**src/rtl/apb_ucpd_partner_tx.sv**
```systemverilog
// USB-PD BMC packet transmitter: preamble, ordered set, 4b5b payload, CRC-32, EOP.
// One-byte holding register feeds the payload; starvation aborts the packet.
module apb_ucpd_partner_tx #(
  parameter int PRE_BITS = 64
) (
  input  logic       ic_clk,
  input  logic       ic_rst_n,
  input  logic [5:0] hbitclkdiv,
  input  logic       start,
  input  logic [1:0] sop_type,
  input  logic [9:0] byte_cnt,
  input  logic [7:0] tx_data,
  input  logic       tx_valid,
  output logic       tx_ready,
  output logic       cc_out,
  output logic       cc_oen,
  output logic       busy,
  output logic       done,
  output logic       underrun
);
  typedef enum logic [2:0] {IDLE, PRE, SOP, DATA, CRC, EOP, TAIL} state_t;

  localparam int PW = $clog2(PRE_BITS) + 1;
  localparam logic [PW-1:0] PRE_LAST = PW'(PRE_BITS - 1);
  localparam logic [4:0] K_EOP = 5'h0D;

  function automatic logic [4:0] enc4b5b(input logic [3:0] n);
    logic [4:0] s;
    case (n)
      4'h0: s = 5'h1E;  4'h1: s = 5'h09;  4'h2: s = 5'h14;  4'h3: s = 5'h15;
      4'h4: s = 5'h0A;  4'h5: s = 5'h0B;  4'h6: s = 5'h0E;  4'h7: s = 5'h0F;
      4'h8: s = 5'h12;  4'h9: s = 5'h13;  4'hA: s = 5'h16;  4'hB: s = 5'h17;
      4'hC: s = 5'h1A;  4'hD: s = 5'h1B;  4'hE: s = 5'h1C;  default: s = 5'h1D;
    endcase
    return s;
  endfunction

  // Ordered-set symbol i (0..3) for each SOP type
  function automatic logic [4:0] sop_sym(input logic [1:0] t, input logic [1:0] i);
    logic [4:0] s;
    case (t)
      2'd0: s = (i == 2'd3) ? 5'h11 : 5'h18;
      2'd1: s = (i < 2'd2) ? 5'h18 : 5'h06;
      2'd2: s = i[0] ? 5'h06 : 5'h18;
      default: s = (i == 2'd3) ? 5'h19 : 5'h07;
    endcase
    return s;
  endfunction

  function automatic logic [31:0] crc_byte(input logic [31:0] c, input logic [7:0] d);
    logic [31:0] r;
    r = c ^ {24'd0, d};
    for (int k = 0; k < 8; k++) r = r[0] ? ((r >> 1) ^ 32'hEDB88320) : (r >> 1);
    return r;
  endfunction

  state_t        state_reg;
  logic [5:0]    div_reg, hb_cnt_reg;
  logic          half_reg;
  logic [PW-1:0] pre_cnt_reg;
  logic [2:0]    bit_cnt_reg, sym_idx_reg;
  logic [4:0]    sym_reg;
  logic [1:0]    type_reg;
  logic [9:0]    send_left_reg, fetch_left_reg;
  logic [7:0]    hold_reg, cur_byte_reg;
  logic          hold_full_reg, under_reg;
  logic [31:0]   crc_reg;
  logic          tx_ready_reg, cc_out_reg, cc_oen_reg, busy_reg, done_reg, underrun_reg;

  logic [31:0] crc_out;
  logic [2:0]  nidx;
  logic        hb_end, bit_end, sym_last, cur_bit, need_byte, starve, unload, accept;
  logic        hold_full_next, fetch_state, tx_ready_next;
  logic [9:0]  fetch_left_next;

  always_comb begin
    crc_out   = ~crc_reg;
    nidx      = sym_idx_reg + 3'd1;
    hb_end    = (hb_cnt_reg == 6'd0);
    bit_end   = (state_reg != IDLE) && hb_end && half_reg;
    sym_last  = (bit_cnt_reg == 3'd4);
    cur_bit   = (state_reg == PRE) ? pre_cnt_reg[0] : sym_reg[0];
    // A payload byte is due when the last bit of SOP or of a high nibble ends
    need_byte = bit_end && sym_last && (send_left_reg != 10'd0) &&
                ((state_reg == SOP && sym_idx_reg == 3'd3 && type_reg != 2'd3) ||
                 (state_reg == DATA && sym_idx_reg == 3'd1));
    starve    = need_byte && !hold_full_reg;
    unload    = need_byte && hold_full_reg;
    accept    = tx_valid && tx_ready_reg;
    hold_full_next  = accept || (hold_full_reg && !unload);
    fetch_left_next = fetch_left_reg - {9'd0, accept};
    fetch_state     = (state_reg == PRE) || (state_reg == SOP) || (state_reg == DATA);
    if (state_reg == IDLE)
      tx_ready_next = start && (sop_type != 2'd3) && (byte_cnt != 10'd0);
    else
      tx_ready_next = fetch_state && (type_reg != 2'd3) && !starve && !hold_full_next &&
                      (fetch_left_next != 10'd0);
  end

  always_ff @(posedge ic_clk) begin
    if (!ic_rst_n) begin
      state_reg      <= IDLE;
      div_reg        <= 6'd0;
      hb_cnt_reg     <= 6'd0;
      half_reg       <= 1'b0;
      pre_cnt_reg    <= '0;
      bit_cnt_reg    <= 3'd0;
      sym_idx_reg    <= 3'd0;
      sym_reg        <= 5'd0;
      type_reg       <= 2'd0;
      send_left_reg  <= 10'd0;
      fetch_left_reg <= 10'd0;
      hold_reg       <= 8'd0;
      cur_byte_reg   <= 8'd0;
      hold_full_reg  <= 1'b0;
      under_reg      <= 1'b0;
      crc_reg        <= 32'hFFFFFFFF;
      tx_ready_reg   <= 1'b0;
      cc_out_reg     <= 1'b0;
      cc_oen_reg     <= 1'b1;
      busy_reg       <= 1'b0;
      done_reg       <= 1'b0;
      underrun_reg   <= 1'b0;
    end else begin
      done_reg       <= 1'b0;
      underrun_reg   <= 1'b0;
      tx_ready_reg   <= tx_ready_next;
      hold_full_reg  <= hold_full_next;
      fetch_left_reg <= fetch_left_next;
      if (accept) begin
        hold_reg <= tx_data;
        crc_reg  <= crc_byte(crc_reg, tx_data);
      end
      if (state_reg != IDLE) begin
        hb_cnt_reg <= hb_end ? div_reg : hb_cnt_reg - 6'd1;
        if (hb_end) half_reg <= ~half_reg;
      end

      case (state_reg)
        IDLE: begin
          div_reg <= hbitclkdiv;
          if (start) begin
            state_reg      <= PRE;
            type_reg       <= sop_type;
            send_left_reg  <= byte_cnt;
            fetch_left_reg <= byte_cnt;
            crc_reg        <= 32'hFFFFFFFF;
            hold_full_reg  <= 1'b0;
            under_reg      <= 1'b0;
            pre_cnt_reg    <= '0;
            hb_cnt_reg     <= hbitclkdiv;
            half_reg       <= 1'b0;
            cc_out_reg     <= 1'b1;
            cc_oen_reg     <= 1'b0;
            busy_reg       <= 1'b1;
          end
        end
        TAIL: begin
          if (bit_end) begin
            state_reg    <= IDLE;
            cc_oen_reg   <= 1'b1;
            busy_reg     <= 1'b0;
            done_reg     <= !under_reg;
            underrun_reg <= under_reg;
          end
        end
        default: begin
          if (hb_end && !half_reg) begin
            if (cur_bit) cc_out_reg <= ~cc_out_reg;
          end else if (bit_end) begin
            // Every bit starts with a transition; TAIL entry overrides to 0 below
            cc_out_reg <= ~cc_out_reg;
            if (state_reg == PRE) begin
              if (pre_cnt_reg == PRE_LAST) begin
                state_reg   <= SOP;
                sym_reg     <= sop_sym(type_reg, 2'd0);
                bit_cnt_reg <= 3'd0;
                sym_idx_reg <= 3'd0;
              end else begin
                pre_cnt_reg <= pre_cnt_reg + 1'b1;
              end
            end else if (!sym_last) begin
              sym_reg     <= sym_reg >> 1;
              bit_cnt_reg <= bit_cnt_reg + 3'd1;
            end else begin
              bit_cnt_reg <= 3'd0;
              if (state_reg == SOP && sym_idx_reg != 3'd3) begin
                sym_reg     <= sop_sym(type_reg, nidx[1:0]);
                sym_idx_reg <= nidx;
              end else if (state_reg == DATA && sym_idx_reg == 3'd0) begin
                sym_reg     <= enc4b5b(cur_byte_reg[7:4]);
                sym_idx_reg <= 3'd1;
              end else if (state_reg == CRC && sym_idx_reg != 3'd7) begin
                sym_reg     <= enc4b5b(crc_out[{nidx, 2'b00} +: 4]);
                sym_idx_reg <= nidx;
              end else if (state_reg == CRC) begin
                state_reg <= EOP;
                sym_reg   <= K_EOP;
              end else if (state_reg == EOP || type_reg == 2'd3) begin
                state_reg  <= TAIL;
                cc_out_reg <= 1'b0;
              end else if (send_left_reg == 10'd0) begin
                state_reg   <= CRC;
                sym_reg     <= enc4b5b(crc_out[3:0]);
                sym_idx_reg <= 3'd0;
              end else if (hold_full_reg) begin
                state_reg     <= DATA;
                sym_reg       <= enc4b5b(hold_reg[3:0]);
                cur_byte_reg  <= hold_reg;
                send_left_reg <= send_left_reg - 10'd1;
                sym_idx_reg   <= 3'd0;
              end else begin
                state_reg  <= TAIL;
                cc_out_reg <= 1'b0;
                under_reg  <= 1'b1;
              end
            end
          end
        end
      endcase
    end
  end

  assign tx_ready = tx_ready_reg;
  assign cc_out   = cc_out_reg;
  assign cc_oen   = cc_oen_reg;
  assign busy     = busy_reg;
  assign done     = done_reg;
  assign underrun = underrun_reg;

endmodule

```
**config.mk**
```make
export PLATFORM = sky130hd
export DESIGN_NAME = apb_ucpd_partner_tx
export DESIGN_NICKNAME = d
export VERILOG_FILES = /design/src/rtl/apb_ucpd_partner_tx.sv
export SDC_FILE = /design/constraint.sdc
export NUM_CORES = 1
export LEC_CHECK = 0
export ABC_AREA = 1
export BUFFER_PORTS_ARGS = -buffer_cell sky130_fd_sc_hd__buf_4
export CELL_PAD_IN_SITES_DETAIL_PLACEMENT = 1
export CELL_PAD_IN_SITES_GLOBAL_PLACEMENT = 1
export CORE_ASPECT_RATIO = 0.75
export CORE_MARGIN = 10
export CORE_UTILIZATION = 48
export CTS_BUF_LIST = sky130_fd_sc_hd__clkbuf_16
export DETAILED_ROUTE_END_ITERATION = 10
export MAX_ROUTING_LAYER = met4
export PLACE_DENSITY = 0.83
export SLEW_MARGIN = 10
export SYNTH_ARGS = -nofsm -noshare
export SYNTH_HDL_FRONTEND = slang
export SYNTH_SLANG_ARGS = --single-unit
```
**constraint.sdc**
```tcl
create_clock -name ic_clk -period 5.3 [get_ports ic_clk]
set_input_delay 0.265 -clock ic_clk [delete_from_list [all_inputs] [get_ports ic_clk]]
set_output_delay 0.265 -clock ic_clk [all_outputs]
set_load 0.01 [all_outputs]
```
Word-level counts from Yosys, hierarchy flattened. Memories as Yosys holds them, arrays and structs flattened. A register that Yosys moved wholly into a read port is not among the register bits. Cells that the tools add are included.

Register bits after elaboration: 112. Bits in read-only memories: 320. Input bits: 30. Logic and storage cells: 284. Memories: 4.

Add/subtract/negate cells: 6. $lt $le $gt $ge: 1. Equality and inequality tests: 41. Shift operators: 1. Muxes and demuxes: 122. Bitwise logic cells: 22. Reduce and logical (&&, ||, !) cells: 65.

Memories: (no name shown) (depth 16, bits a word 5, read ports 1, clocked after Yosys merged registers in 1, wr ports 0, RTL line 29) `case (n)`; (no name shown) (depth 16, bits a word 5, read ports 1, clocked after Yosys merged registers in 0, wr ports 0, RTL line 29); (no name shown) (depth 16, bits a word 5, read ports 1, clocked after Yosys merged registers in 0, wr ports 0, RTL line 29); (no name shown) (depth 16, bits a word 5, read ports 1, clocked after Yosys merged registers in 1, wr ports 0, RTL line 29).

Operator list (number): two-way mux 32 bit (11); two-way mux 10 bit (14); inverter 13 -> 14 bit (8); two-way mux 3 bit (26); two-way mux 5 bit (14); two-way mux 1 bit (35); two-way mux 7 bit (5); inverter 32 bit (1); indexed part select 32 x 6 -> 4 bit (1); bitwise XOR 32 x 8 -> 32 bit (1); nonzero test 10 bit (3); != test 2 bit (second input constant) (13); AND reduction 13 bit (2); two-way mux 6 bit (4); logical AND 1 bit (22); two-way mux 4 bit (5); case mux 10 bit (2 select lines) (1); case mux 5 bit (3 select lines) (1); case mux 7 bit (2 select lines) (1); equality test 3 bit (second input constant) (4); != test 4 x 3 -> 1 bit (second input constant) (3); inverter 1 bit (12); AND reduction 12 bit (1); AND reduction 6 bit (2); 38 further kinds (68).

Longest topological paths before layout. Gate-level depths: netlist (run 1).

Depth after elaboration: 20. Gate-level depth with buffers: 17. Mapped depth without buffers: 15.

Least setup slack after synthesis (run 1). OpenSTA, ideal clock, no wires.

Path type: register to register. Start point: reg tx_ready_reg (netlist: tx_ready). End point: reg tx_ready_reg (netlist: tx_ready). Library setup time: 0.132 ns. Arrival: 2.324 ns. Path slack: 2.844 ns. Stages on the path, launching flop included: 15. Period minus slack after synthesis: 2.456 ns. Cells stage by stage: dfxtp_1 > nand2_1 > inv_1 > clkbuf_1 > clkbuf_1 > ha_1 > ha_1 > nand3_1 > nor2_1 > nand2_1 > nor2_1 > xnor2_1 > nand4_1 > nand2_1 > a21oi_1.

Longest elaborated chain between the ends: 6.

RTL lines: from (decl) (RTL line 68) `logic tx_ready_reg, cc_out_reg, cc_oen_reg, busy_reg, done_reg, underrun_reg;`; from (signal assigned) (RTL line 127) `tx_ready_reg <= tx_ready_next;`; logical AND 1 bit (*) (RTL line 89) `accept = tx_valid && tx_ready_reg;`; parallel branches: the longest is 3 deep, another holds subtractor 10 x 1 -> 10 bit; logical AND 1 bit (*) (RTL line 96) `tx_ready_next = fetch_state && (type_reg != 2'd3) && !starve && !hold_full_next &&`; two-way mux 1 bit (*) (RTL line 93) `if (state_reg == IDLE)`.

Mark *: on every way between the ends. A chain may end at the register's enable or synchronous reset.

Worst setup path after layout (run 1).
Start point: reg sym_idx_reg[0]. End point: reg send_left_reg[8].

Longest elaborated chain between the ends: 4.

RTL lines: from (decl) (RTL line 61) `logic [2:0] bit_cnt_reg, sym_idx_reg;`; from (signal assigned) (RTL line 189) `sym_idx_reg <= nidx;`; from (signal assigned) (RTL line 195) `sym_idx_reg <= nidx;`; != test 3 bit (tied with other cells) (RTL line 193) `end else if (state_reg == CRC && sym_idx_reg != 3'd7) begin`; logical AND 1 bit (on tied branches) (RTL line 193, 187, 190); != test 2 bit (no source line); AND reduction 13 bit (no source line) (*); to (signal assigned) (RTL line 145) `send_left_reg <= byte_cnt;`; to (signal assigned) (RTL line 210) `send_left_reg <= send_left_reg - 10'd1;`; to (decl) (RTL line 64) `logic [9:0] send_left_reg, fetch_left_reg;`.

Mark *: on every way between the ends. The rest lies on a longest branch, timed or not.

==> results of run 1 <==
per-layer routing:
metal,global-route usage [%],up-vias,part of all wire (%)
li1,-,3563,-
met3,5.979,25,7.0
met1,34.33,3516,50
met2,34.81,208,42
met5,-,-,0
met4,5.553,0,0.97
how the worst max path moves through the flow:
stage	startpoint	end	slack (ns)	cells after the start
floorplan	tx_ready	tx_ready	2.84	14
global placement	sym_idx_reg[0]	send_left_reg[8]	2.08	12
detailed placement	sym_idx_reg[0]	send_left_reg[8]	1.92	12
CTS	sym_idx_reg[0]	send_left_reg[8]	1.89	12
global route	sym_idx_reg[0]	sym_reg[3]	1.45	12
finish	sym_idx_reg[0]	send_left_reg[8]	1.86	12
power by group through the flow:
stage,sequential (mW),clock [mW],combinational [mW]
final,1.24,1.23,2.16
after global routing,1.27,1.28,2.41
after floorplan,1.20,0,1.58
after CTS,1.24,1.24,2.13
after global placement,1.25,0,2.03
after detailed placement,1.25,0,2.08
final cells by class:
class | instances | area, µm²
Clock buffer | 17 | 425.4
Clock inverter | 15 | 192.7
Fill cell | 1981 | 6375
Inverter | 159 | 599.3
Multi-Input combinational cell | 771 | 4154
Sequential cell | 118 | 2362
Tap cell | 200 | 250.2
Timing Repair Buffer | 38 | 285.3
cells in the mapped netlist (all sizes together):
cell type,instances,share of area [%]
a211o,1,0.12
a211oi,3,0.31
a21oi,88,6.1
a221oi,1,0.12
a22o,1,0.12
a31oi,8,0.78
and3,1,0.086
buf,10,0.86
clkbuf,23,1.2
clkinv,2,0.10
dfxtp,118,33
ha,16,2.8
inv,157,8.1
nand2,237,13
nand3,62,4.5
nand3b,2,0.21
nand4,11,0.95
nor2,108,6.2
nor3,19,1.4
nor3b,1,0.17
nor4,3,0.34
o211a,1,0.14
o211ai,26,2.8
o21ai,101,7.0
o21bai,2,0.21
o221ai,5,0.60
o22ai,2,0.17
o31ai,1,0.10
or2,3,0.26
xnor2,14,2.3
xor2,54,6.6
cells by family (layout without fill, tap and decap cells):
kind of cell	after synthesis	after routing	share of synthesized area, %
AND/OR/NAND/NOR	447	447	27.11
flip-flops	118	118	32.52
adder cells (fa/ha/maj)	16	16	2.756
XOR/XNOR	68	68	8.870
buffers and inverters	192	229	10.30
AO/OA/AOI/OAI	240	240	18.45
worst max-delay path, delay by kind of cell (launching register included):
| family | cells | cell delay, ns |
|---|---|---|
| simple gates | 6 | 0.96 |
| fa+ha+maj | 1 | 0.41 |
| compound gates | 1 | 0.10 |
| buf+inv | 4 | 1.08 |
| flops | 1 | 0.78 |
==> flow_metrics.env, run 1 <==
export IMPL_comb_power_share_pct=46.7
export IMPL_internal_power_mw=2.505
export IMPL_rsz0062_at_grt="no"
export IMPL_cts_buffer_depth=2
export IMPL_skew_ns=0.008751
export IMPL_r2r_start="sym_idx_reg[0]"
export IMPL_r2r_end="send_left_reg[8]"
export IMPL_syn2layout_area_growth_pct=13.83
export IMPL_coreArea_um2=14640
export IMPL_cp_required_ns=5.62
export IMPL_wl_um=24460
export IMPL_fmax_ghz=0.2905
export IMPL_mostFrequentLayoutCells="nand2_1 (224), inv_1 (144), dfxtp_1 (118), nor2_1 (97), o21ai_0 (96)"
export IMPL_routedWlPerCell_um=18.56
export IMPL_min_period_over_period_pct=64.95
export IMPL_leakage_nw=3.944
export IMPL_grt_max_degree=51
export IMPL_finalHoldViolCount=0
export IMPL_die_height_um=126.5
export IMPL_powerDensity_nw_per_um2=559.8
export IMPL_timing_hold_ws_ns=0.1048
export IMPL_synthesis_area_um2=7264
export IMPL_dieArea_um2=20510
export IMPL_finalPower_mw=4.629
export IMPL_antenna_found_initial=0
export IMPL_worstHoldStart="hbitclkdiv[1]"
export IMPL_arrival_ns=3.76
export IMPL_drtAntennaViolNets=0
export IMPL_stdcell_count=1318
export IMPL_max_stage_delay_ns=0.78
export IMPL_dp_hpwl_um=17710
export IMPL_antenna_cells=0
export IMPL_synth_nets=1127
export IMPL_max_vdd_ir_drop_v=0.0002552
export IMPL_cap_violations=0
export IMPL_synth_area_per_cell_um2=6.720
export IMPL_slew_viol_final=0
export IMPL_hp_class="input pin to flop"
export IMPL_cp_max_fo=22
export IMPL_vias=7312
export IMPL_yosys_warnings=0
export IMPL_grt_first_pass_wirelength_um=39630
export IMPL_ioPinCount=36
export IMPL_synth_seq_cells=118
export IMPL_grt_ovfl_total=0
export IMPL_fin_util_pct=56.47
export IMPL_clock_latency_ns=0.42
export IMPL_timing_final_ws_setup_ns=1.858
export IMPL_dieWidth_um=162.1
export IMPL_power_frac_seq_pct=26.8
export IMPL_cp_end_kind="flop"
export IMPL_synth_cell_types=51
export IMPL_place_ws_ns=1.924
export IMPL_cts_inserted_buffers=17
export IMPL_crit_type="flop to flop"
export IMPL_status="finished, final reports clean"
export IMPL_cts_setup_buffers=0
export IMPL_post_place_cells=1286
export IMPL_cp_start_kind="flop"
export IMPL_layout_commonest_cell="nand2_1"
export IMPL_hold_buffers=0
export IMPL_final_setup_tns_ns=0
export IMPL_r2r_slack_ns=1.86
export IMPL_reg2reg_depth=12
export IMPL_clkPwrFrac_pct=26.5
export IMPL_crit_chain="clkinv_1 -> ha_1 -> inv_1 -> nor2_1 -> nand2_1 -> inv_1 -> nor4_2 -> nand2_2 -> inv_2 -> o21ai_0 -> nand2_1 -> nor2_1"
export IMPL_cts_root_buf="clkbuf_16"
export IMPL_placed_cell_area_um2=7651
export IMPL_largest_reg_flops=32
export IMPL_drive_gt1_share_pct=10.91
export IMPL_crit_slowest_cell="dfxtp_1"
export IMPL_portBuffers=35
export IMPL_cts_tree="yes"
export IMPL_first_pass_iters=7
export IMPL_initial_core_util_pct=49.61
export IMPL_yosysSeqAreaShare_pct=32.52
export IMPL_track_usage_pct=24.55
export IMPL_tightest_slew_ns=0.8736
export IMPL_fin_nets=1151
export IMPL_vias_per_cell=5.548
export IMPL_setup_viol=0
export IMPL_drc=0
export IMPL_num_rows=38
export IMPL_switching_share_pct=45.89
export IMPL_numClockSinks=118
export IMPL_cts_htree_levels=4
export IMPL_grt_pass1_vias=7449
export IMPL_synth_cells=1081
export IMPL_final_area_um2=8269
export IMPL_post_cts_resized=0
export IMPL_drt_iter0_markers=622
export IMPL_routabilityCongestion=0.9650
export IMPL_period_minus_slack_ns=3.442
export IMPL_max_slew_margin_rel_pct=41.70
export IMPL_min_delay_path_depth=3
export IMPL_p_sw_mw=2.124
export IMPL_holdPathEnd="div_reg[1]"
export IMPL_clk_pin_slew_ns=0.06
Power figures use the tool's default switching activity.
==> run 2: changes to the inputs <==
- CORE_UTILIZATION: 48 -> 40
- PLACE_DENSITY: 0.83 -> 0.74
- clock period: 5.3 -> 2.9 ns (I/O delays scaled with it)
==> flow_metrics.env, run 2 (synthesis results as in run 1) <==
export IMPL_status="finished, final reports clean"
export IMPL_syn2layout_area_growth_pct=16.48
export IMPL_dieWidth_um=175.6
export IMPL_post_place_cells=1337
export IMPL_dp_hpwl_um=17580
export IMPL_period_minus_slack_ns=2.433
export IMPL_cts_buffer_depth=2
export IMPL_numClockSinks=118
export IMPL_crit_type="flop to flop"
export IMPL_wl_um=24380
export IMPL_routedWlPerCell_um=17.68
export IMPL_leakage_nw=4.017
export IMPL_mostFrequentLayoutCells="nand2_1 (224), inv_1 (146), dfxtp_1 (118), nor2_1 (97), o21ai_0 (96)"
export IMPL_routabilityCongestion=0.8880
export IMPL_skew_ns=0.007784
export IMPL_num_fill_cells=2356
export IMPL_cp_max_fo=34
export IMPL_cp_start_kind="flop"
export IMPL_die_height_um=136.7
export IMPL_fin_nets=1170
export IMPL_track_usage_pct=21.18
export IMPL_dieArea_um2=24010
export IMPL_num_rows=42
export IMPL_vias=7295
export IMPL_clk_pin_slew_ns=0.06
export IMPL_drive_gt1_share_pct=11.26
export IMPL_final_setup_tns_ns=0
export IMPL_cts_htree_levels=4
export IMPL_ioPinCount=36
export IMPL_grt_max_degree=49
export IMPL_coreArea_um2=17760
export IMPL_cts_root_buf="clkbuf_16"
export IMPL_cts_tree="yes"
export IMPL_place_ws_ns=0.5481
export IMPL_antenna_cells=0
export IMPL_rsz0062_at_grt="no"
export IMPL_grt_ovfl_total=0
export IMPL_timing_hold_ws_ns=0.04071
export IMPL_portBuffers=35
export IMPL_min_period_over_period_pct=83.90
export IMPL_antenna_found_initial=0
export IMPL_powerDensity_nw_per_um2=989.8
export IMPL_hp_class="input pin to flop"
export IMPL_layout_commonest_cell="nand2_1"
export IMPL_cp_required_ns=3.21
export IMPL_finalHoldViolCount=0
export IMPL_setup_viol=0
export IMPL_grt_pass1_vias=7200
export IMPL_fmax_ghz=0.4110
export IMPL_tightest_slew_ns=0.9387
export IMPL_finalPower_mw=8.375
export IMPL_drt_iter0_markers=595
export IMPL_arrival_ns=2.74
export IMPL_slew_viol_final=0
export IMPL_drc=0
export IMPL_max_slew_margin_rel_pct=37.35
export IMPL_initial_core_util_pct=40.90
export IMPL_timing_final_ws_setup_ns=0.4670
export IMPL_largest_reg_flops=32
export IMPL_drtAntennaViolNets=0
export IMPL_cap_violations=0
export IMPL_first_pass_iters=5
export IMPL_vias_per_cell=5.290
export IMPL_cp_end_kind="flop"
export IMPL_cts_inserted_buffers=17
export IMPL_grt_first_pass_wirelength_um=39270
export IMPL_clock_latency_ns=0.43
export IMPL_stdcell_count=1379
export IMPL_max_vdd_ir_drop_v=0.0004946
export IMPL_cts_setup_buffers=0
==> run 2: cell type report <==
type | instances | area [µm²] | share of cell area (%)
inverters | 159 | 599.3 | 7.083
multi-input cells | 771 | 4154 | 49.09
flip-flops and latches | 118 | 2362 | 27.92
well taps | 242 | 302.8 | 3.578
repair buffers | 57 | 452.9 | 5.353
clock inverters | 15 | 165.2 | 1.952
clock buffers | 17 | 425.4 | 5.027
==> run 2: final timing paths <==
kind	cells past startpoint	end	start	slack, ns
min reg2reg	1	done	under_reg	0.42
max	9	sym_idx_reg[2]	state_reg[2]	0.47
max reg2reg	9	sym_idx_reg[2]	state_reg[2]	0.47
min	3	type_reg[1]	sop_type[1]	0.04
==> run 2: stage by stage <==
stage	utilization [%]	area, µm²
floorplan	-	7264
global placement	43.75	7771
detailed placement	43.75	7771
CTS	47.64	8462
global route	47.64	8462
finish	47.64	8462
==> run 2: repair_timing <==
action	in CTS	in global routing
hold endpoints to repair	14	0
gates resized for setup	0	0
setup endpoints to repair	0	0
hold buffers	10	0
==> run 2: power by group <==
group	internal (mW)	switching [mW]	leakage, nW	total, mW
combinational	1.26	2.70	2.76	3.96
clock	1.34	0.822	0.289	2.16
sequential	1.98	0.274	0.965	2.25
total	4.58	3.80	4.02	8.38
==> run 2: critical path, stage by stage, from the launching register on <==
cell     delay, ns
dfxtp_1       0.56
nor2_4        0.10
nand2_4       0.32
nand2_2       0.15
nor2_1        0.16
nand3_1       0.25
nor2_1        0.19
nand3_1       0.23
o21ai_0       0.29
a21oi_1       0.07
==> run 2: routing by layer <==
| metal | part of all wire (%) | GRT usage [%] |
|---|---|---|
| met1 | 53 | 30.55 |
| met4 | 1.0 | 5.355 |
| met2 | 40 | 28.95 |
| met5 | 0 | - |
| met3 | 5.6 | 4.570 |
